### config.mk
export PLATFORM = sky130hd
export DESIGN_NAME = mem_responder
export DESIGN_NICKNAME = d
export VERILOG_FILES = /design/src/rtl/mem_responder.sv
export SDC_FILE = /design/constraint.sdc
export NUM_CORES = 1
export LEC_CHECK = 0
export ABC_AREA = 1
export ABC_CLOCK_PERIOD_IN_PS = 8650
export CAP_MARGIN = 20
export CELL_PAD_IN_SITES_DETAIL_PLACEMENT = 1
export CELL_PAD_IN_SITES_GLOBAL_PLACEMENT = 2
export CORE_UTILIZATION = 34
export CTS_CLUSTER_SIZE = 40
export DETAILED_ROUTE_END_ITERATION = 6
export PLACE_DENSITY_LB_ADDON = 0.12
export SKIP_CTS_REPAIR_TIMING = 1
export SLEW_MARGIN = 15
export SYNTH_ARGS = -nofsm -noshare
export SYNTH_HDL_FRONTEND = slang
export SYNTH_SLANG_ARGS = --single-unit
### constraint.sdc
create_clock -name clk -period 8.65 [get_ports clk]
set_input_delay 0.865 -clock clk [delete_from_list [all_inputs] [get_ports clk]]
set_output_delay 0.865 -clock clk [all_outputs]
set_load 0.005 [all_outputs]
### src/rtl/mem_responder.sv
// Word store with programmable wait states and a one-cycle ready pulse per access.
// Optional per-word even parity with error injection when MEM_PARITY_EN is defined.
module mem_responder #(
  parameter int AWIDTH      = 5,
  parameter int DWIDTH      = 8,
  parameter int WAIT_STATES = 0
) (
  input  logic              clk,
  input  logic              rst,
  input  logic              mem_rd,
  input  logic              mem_wr,
  input  logic [AWIDTH-1:0] addr,
  input  logic [DWIDTH-1:0] data_in,
  output logic [DWIDTH-1:0] data_out,
  output logic              ready,
  output logic              busy,
  output logic              err
`ifdef MEM_PARITY_EN
  ,
  input  logic              perr_inj
`endif
);

  localparam int DEPTH = 1 << AWIDTH;
  localparam logic [2:0] CNT_INIT = (WAIT_STATES > 0) ? 3'(WAIT_STATES - 1) : 3'd0;

  typedef enum logic [1:0] {
    IDLE = 2'd0,
    WAIT = 2'd1,
    DONE = 2'd2
  } state_t;

  state_t              state_q, state_d;
  logic [2:0]          cnt_q, cnt_d;
  logic                wr_q, wr_d;
  logic [AWIDTH-1:0]   addr_q, addr_d;
  logic [DWIDTH-1:0]   data_q, data_d;
  logic [DWIDTH-1:0]   dout_q, dout_d;
  logic                err_q, err_d;
  logic [DWIDTH-1:0]   mem_q [DEPTH];

  // Access port: the single point where the array is read or written.
  logic                acc_en;
  logic                acc_wr;
  logic [AWIDTH-1:0]   acc_addr;
  logic [DWIDTH-1:0]   acc_data;
  logic [DWIDTH-1:0]   rd_word;

`ifdef MEM_PARITY_EN
  logic                perr_q, perr_d;
  logic                acc_perr;
  logic                par_q [DEPTH];
`endif

  assign rd_word = mem_q[acc_addr];

  always_comb begin
    state_d  = state_q;
    cnt_d    = cnt_q;
    wr_d     = wr_q;
    addr_d   = addr_q;
    data_d   = data_q;
    err_d    = 1'b0;
    acc_en   = 1'b0;
    acc_wr   = wr_q;
    acc_addr = addr_q;
    acc_data = data_q;
`ifdef MEM_PARITY_EN
    perr_d   = perr_q;
    acc_perr = perr_q;
`endif
    case (state_q)
      IDLE: begin
        if (mem_rd && mem_wr) begin
          err_d = 1'b1;
        end else if (mem_rd || mem_wr) begin
          wr_d   = mem_wr;
          addr_d = addr;
          data_d = data_in;
`ifdef MEM_PARITY_EN
          perr_d = perr_inj;
`endif
          if (WAIT_STATES > 0) begin
            state_d = WAIT;
            cnt_d   = CNT_INIT;
          end else begin
            // Zero wait states: the request edge is also the DONE entry edge.
            state_d  = DONE;
            acc_en   = 1'b1;
            acc_wr   = mem_wr;
            acc_addr = addr;
            acc_data = data_in;
`ifdef MEM_PARITY_EN
            acc_perr = perr_inj;
`endif
          end
        end
      end
      WAIT: begin
        if (cnt_q == 3'd0) begin
          state_d = DONE;
          acc_en  = 1'b1;
        end else begin
          cnt_d = cnt_q - 3'd1;
        end
      end
      DONE: begin
        state_d = IDLE;
      end
      default: begin
        state_d = IDLE;
      end
    endcase

    dout_d = (acc_en && !acc_wr) ? rd_word : dout_q;
`ifdef MEM_PARITY_EN
    if (acc_en && !acc_wr && ((^rd_word) != par_q[acc_addr])) begin
      err_d = 1'b1;
    end
`endif
  end

  always_ff @(posedge clk or posedge rst) begin
    if (rst) begin
      state_q <= IDLE;
      cnt_q   <= 3'd0;
      wr_q    <= 1'b0;
      addr_q  <= '0;
      data_q  <= '0;
      dout_q  <= '0;
      err_q   <= 1'b0;
`ifdef MEM_PARITY_EN
      perr_q  <= 1'b0;
`endif
    end else begin
      state_q <= state_d;
      cnt_q   <= cnt_d;
      wr_q    <= wr_d;
      addr_q  <= addr_d;
      data_q  <= data_d;
      dout_q  <= dout_d;
      err_q   <= err_d;
`ifdef MEM_PARITY_EN
      perr_q  <= perr_d;
`endif
    end
  end

  // Array is cleared on reset, so it is held in flops rather than block RAM.
  always_ff @(posedge clk or posedge rst) begin
    if (rst) begin
      for (int i = 0; i < DEPTH; i++) begin
        mem_q[i] <= '0;
`ifdef MEM_PARITY_EN
        par_q[i] <= 1'b0;
`endif
      end
    end else if (acc_en && acc_wr) begin
      mem_q[acc_addr] <= acc_data;
`ifdef MEM_PARITY_EN
      par_q[acc_addr] <= (^acc_data) ^ acc_perr;
`endif
    end
  end

  assign data_out = dout_q;
  assign ready    = (state_q == DONE);
  assign busy     = (state_q != IDLE);
  assign err      = err_q;

endmodule
==> results.yml <==
run_status:
  status: "completed"
power:
  power_mw: 4.82
  p_per_area_nw_per_um2: 317
  p_leak_nw: 7.75
  pwr-share-comb_pct: 27.1
  peakVddDrop_uv: 151
  power_switching_mw: 1.70
  swShare_pct: 35.3
  power_frac_seq_pct: 41.5
  p_clk_share_pct: 31.4
  p_int_mw: 3.12
global_route:
  grt_max_degree: 173
  overflow: 0
  antenna_found_initial: 0
  grt_pass1_wl_mm: 74.5
  grt_pass1_vias: 11932
  grt.total_usage_pct: 24.1
sta:
  fmax_mhz: 213
  hold_viol_final: 0
  worst_pin_slew_ns: 1.12
  rsz0062_at_grt: "false"
  max-slew-margin-rel_pct: 25.2
  post-route-period-util_pct: 54.2
  finalSetupTns_ns: 0
  finalSetupViolations: 0
  finClkSkew_ns: 0.0118
  fin_crit_ns: 4.68
  slew_violations: 0
clock_network:
  clock-sinks: 280
  cts-root-buf: "clkbuf_16"
  htree_num_levels: 2
  path_clk_slew_ns: 0.06
  cts_buffers: 37
  clock_latency_ns: 0.56
  cts_tree: "yes"
  cts_buffer_depth: 3
final_layout:
  final_nets: 1748
  final_common_cell: "nand2_1"
  final_cell_mix: "856 x nand2_1, 280 x dfrtp_1, 199 x o21ai_1"
  synthToLayoutAreaGrowth_pct: 13.3
  design_area_um2: 15200
  antenna_cells: 0
  fillers: 4776
  drive_above_1_share_pct: 6.74
synthesis:
  seq_area_frac_synth_pct: 52.2
  syn_nets: 1788
  syn_area_um2: 13400
  syn_inst: 1769
  synth-seq-cells: 280
  yosysWarnings: 0
  synth_edf_count: 0
  yosysUniqueCellTypes: 25
  synth_top_area_share_pct: 52.2
  postSynth.asyncResetShare_pct: 100
  yosys_most_used_dff: "dfrtp_1"
  synthTopCellsByArea: "dfrtp_1 52%, nand2_1 24%, o21ai_1 7.4%, nand3_1 5.1%, o21ai_0 2.3%"
  synth_area_per_cell_um2: 7.59
  yosys.area.top_type: "dfrtp_1"
run:
  max_cap_viol_count: 0
setup_path:
  cp.arrival_ns: 5.08
  cp_data_required_time_ns: 9.04
  critPathKind: "input pin to flop"
  cp-end-kind: "flop"
  cp-start-kind: "input pin"
  crit_fanout: 49
floorplan:
  die_w_um: 201
  core_area_um2: 38800
  rows: 72
  pin_count: 28
  fp.dieH_um: 201
  die-area_um2: 40300
  initial_core_util_pct: 34.6
placement:
  hpwl_mm: 27.1
  routabilityCongestion: 0.808
  portBuffers: 27
  placed_area_um2: 14000
hold_path:
  hp-class: "flop to flop"
detailed_routing:
  drtIter0Drc: 795
  wl_mm: 46.9
  post_drt_via_cell_ratio: 5.06
  avgRoutedWirePerCell_um: 20.7
  route.vias.total: 11485
  drc: 0
  drt_pre_antenna_iters: 5
  drtAntennaViolNets: 0
-- final timing paths --
check,from,endpoint,slack [ns],cells past startpoint
worst max-delay path,mem_wr,mem_q[18]$_DFFE_PP0P_,3.97,11
worst min-delay path,mem_q[217]$_DFFE_PP0P_,mem_q[217]$_DFFE_PP0P_,0.48,2
worst max register to register,state_q[1]$_DFFE_PP0P_,mem_q[18]$_DFFE_PP0P_,4.49,9
worst min register to register,mem_q[217]$_DFFE_PP0P_,mem_q[217]$_DFFE_PP0P_,0.48,2
max in group asynchronous,rst,mem_q[191]$_DFFE_PP0P_,6.27,3
min in group asynchronous,rst,mem_q[58]$_DFFE_PP0P_,0.83,2
-- synth_stat cells (2+ instances only) --
cell	instances
inv_1	45
nand2_1	860
buf_2	24
ha_1	2
o21ai_1	199
and2_1	8
buf_6	5
nor2_1	17
clkbuf_1	79
nand2_4	16
nor3_1	6
nor3_4	4
buf_1	15
o21ai_0	61
nand3_1	136
inv_2	3
a21oi_1	2
dfrtp_1	280
-- cells by family (layout without fill, tap and decap cells) --
logic type                 count (synthesis)  count (layout)  share of synthesized area, %
and+or+nand+nor                         1052            1052                          32.4
AOI/OAI and AO/OA                        263             263                          9.89
DFF                                      280             280                          52.2
adders and majority gates                  2               2                         0.186
buffers and inverters                    172             155                          5.34
-- power by group through the flow --
stage,logic (mW),clock network [mW],registers (mW)
final,1.30,1.51,2.00
after floorplan,0.909,0,1.96
after global placement,1.29,0,2.01
after CTS,1.33,1.55,2.00
after global routing,1.50,1.60,2.06
after detailed placement,1.32,0,2.02
-- metal layers --
metal	wire, um	track usage (%)	vias to the layer above
met4	727	5.26	0
li1	-	-	5539
met3	1650	3.88	55
met5	0	0	-
met1	23200	35.0	5729
met2	21300	37.8	162
-- sequential cells by signal, indices dropped and copies added (netlist names) --
| name | flops |
|---|---|
| err | 1 |
| wr_q | 1 |
| state_q | 1 |
| data_q | 8 |
| mem_q | 256 |
| data_out | 8 |
| addr_q | 5 |
-- critical path, stage by stage --
cell and delay (ns):
clkdlybuf4s50_1 0.45, ha_1 0.22, nor2_2 0.22, nand2_2 0.34
nand2_2 0.14, buf_4 0.63, nand2_2 0.54, nor3_4 0.76
nand2_1 0.59, nand2_1 0.19, o21ai_1 0.09
-- metrics by stage --
step / hold slack (ns) / utilization, % / instances / worst slack [ns]
after floorplan: 0.453 / - / 1769 / 0.0628
after global placement: 0.465 / 36.1 / 2208 / 3.52
after detailed placement: 0.473 / 36.1 / 2208 / 3.44
after CTS: 0.487 / 39.2 / 2270 / 4.02
after global routing: 0.501 / 39.2 / 2270 / 3.72
final: 0.484 / 39.2 / 2270 / 3.97
-- layout make-up --
| cell class | instances | area [um^2] | area share, % |
|---|---|---|---|
| well taps | 518 | 648 | 4.26 |
| flip-flops and latches | 280 | 7010 | 46.1 |
| inverters | 48 | 189 | 1.24 |
| multi-input cells | 1317 | 5760 | 37.9 |
| repair buffers | 45 | 418 | 2.75 |
| clock inverters | 3 | 21.3 | 0.140 |
| clock buffers | 59 | 1160 | 7.64 |
(Power assumes the default switching activity.)
==> edit: new RTL, same flow settings <==
Build with the macro `MEM_PARITY_EN` defined.
--- a/src/rtl/mem_responder.sv
+++ b/src/rtl/mem_responder.sv
@@ -1,5 +1,7 @@
 // Word store with programmable wait states and a one-cycle ready pulse per access.
 // Optional per-word even parity with error injection when MEM_PARITY_EN is defined.
+`define MEM_PARITY_EN
+
 module mem_responder #(
   parameter int AWIDTH      = 5,
   parameter int DWIDTH      = 8,
Interface: changed (added perr_inj); port bits go from 28 to 29. No check against the original RTL was run, so the function may have changed too.
==> edit against the unedited design <==
Non-clock buffer count grew 6. Setup slack lost 500 ps. Wire length grew 12%. Total power grew 27%. Cell count rose by 21%. Worst hold slack got worse by 4.3 ps. Cell area rose by 16%. Synthesized area rose by 16%. Sequential cell count is 33 higher. Largest power group unchanged. Highest routed layer unchanged.
==> edit: results (changes against the unedited design) <==
metric,value,unit,change
WL met2,23500,µm,+10%
RD Place Congestion,0.800,,-0.94%
Fillers,5661,,+19%
Worst Reg-to-Reg Cells,10,,+1
TritonCTS Buffers,40,,+8.1%
share of cells above drive strength 1,7.18,%,+0.44 points
first-pass GRT wire length,83400,µm,+12%
vias in the first global route,13700,,+15%
outcome,finished clean,,
fin nets,2134,,+22%
sequential area share after synthesis,50.1,%,-2.1 points
slew of the pin with the lowest slew margin,1100,ps,-26.7 ps
metal1 wirelength,26600,µm,+15%
R2R Setup Slk,4080,ps,-410 ps
I/O Buffers,28,,+3.7%
Worst Hold Launch,mem_q[155],,
Area contributors post-synth,"dfrtp_1, nand2_1, o21ai_0, inv_1, clkbuf_1",,
synth unique cells,29,,+16%
first drt pass iteration count,4,,-1
routing usage on met2,36.8,%,-0.95 points
vias,13200,,+15%
Max VDD drop,0.000517,V,+240%
"Period Utilization, post-route",59.9,%,+5.8 points
GRT met3 Usage,2.64,%,-1.2 points
total detailed-routing wirelength,52400,µm,+12%
Synth top cells by count,"nand2_1, dfrtp_1, o21ai_0",,
Yosys top cell area share,50.1,%,-2.1 points
Critical Path AT,5640,ps,+560 ps
largest net degree at the start of global routing,148,,-14%
Max Root-Sink Buffers,3,,unchanged
clock skew,23.8,ps,+12.0 ps
reg2reg end,mem_q[245],,
DR WL/cell,19.1,µm,-7.6%
Tot GR Track Use,23.4,%,-0.75 points
"Largest stage delay, worst path",960,ps,+200 ps
met3 wire len,1270,µm,-23%
post-synth net total,2164,,+21%
worst-path maximum fanout,47,,-4.1%
met1 layer usage reported by global route,34.1,%,-0.93 points
placed cells,2672,,+21%
worst hold endpoint,mem_q[155],,
Area after DPL,0.0164,mm²,+17%
"Area growth, synth to finish",12.9,%,
leakage,8.98,nW,+16%
worst hold path class,flip-flop to flip-flop,,
Mapped Avg Cell Area,7.29,µm²,-3.9%
pre-CTS WS,2890,ps,-550 ps
-- edit: cell count changes after synthesis, moves of 16 or more --
cell     unedited run  this run
o21ai_1           199        17
nand2_2             1        36
nand2_4            16         0
inv_1              45       228
nand3_1           136        53
o21ai_0            61       309
nand2_1           860       986
dfrtp_1           280       313
-- edit: cells by family after synthesis --
| family | after synthesis | share of synthesized area [%] |
|---|---|---|
| compound gates | 337 | 11.1 |
| xor+xnor | 9 | 0.504 |
| fa+ha+maj | 2 | 0.160 |
| buf+inv | 352 | 9.02 |
| flops | 313 | 50.1 |
| mux | 1 | 0.0640 |
| simple gates | 1130 | 29.1 |
-- edit: worst reg2reg max path: cells and delay by family, from the launching register on --
| kind | cells | cell delay, ps |
|---|---|---|
| simple gates | 5 | 2250 |
| flops | 1 | 410 |
| buf+inv | 3 | 1350 |
| compound gates | 2 | 450 |
-- edit: power by group --
part	leakage [nW]	internal, mW	switching, mW
Sequential	4.10	2.06	0.329
Combinational	4.26	0.685	1.39
Clock	0.623	0.958	0.676
-- edit: layout make-up --
type                       count  area share (%)
clock buffer                  61            6.58
clock inverter                13           0.567
inverter                     229            4.89
multi-input combinational   1479            36.6
sequential                   313            44.4
tap                          600            4.25
timing repair buffer          51            2.80
-- edit: how the worst max path moves through the flow --
stage / slack, ps / startpoint / cells past startpoint / to
after floorplan: 3620 / rst / 1 / addr_q[0]
after global placement: 3010 / mem_wr / 13 / mem_q[244]
after detailed placement: 2890 / mem_wr / 13 / mem_q[53]
after CTS: 3450 / mem_wr / 12 / mem_q[245]
after global routing: 3190 / mem_wr / 13 / mem_q[176]
final: 3470 / mem_wr / 12 / mem_q[245]
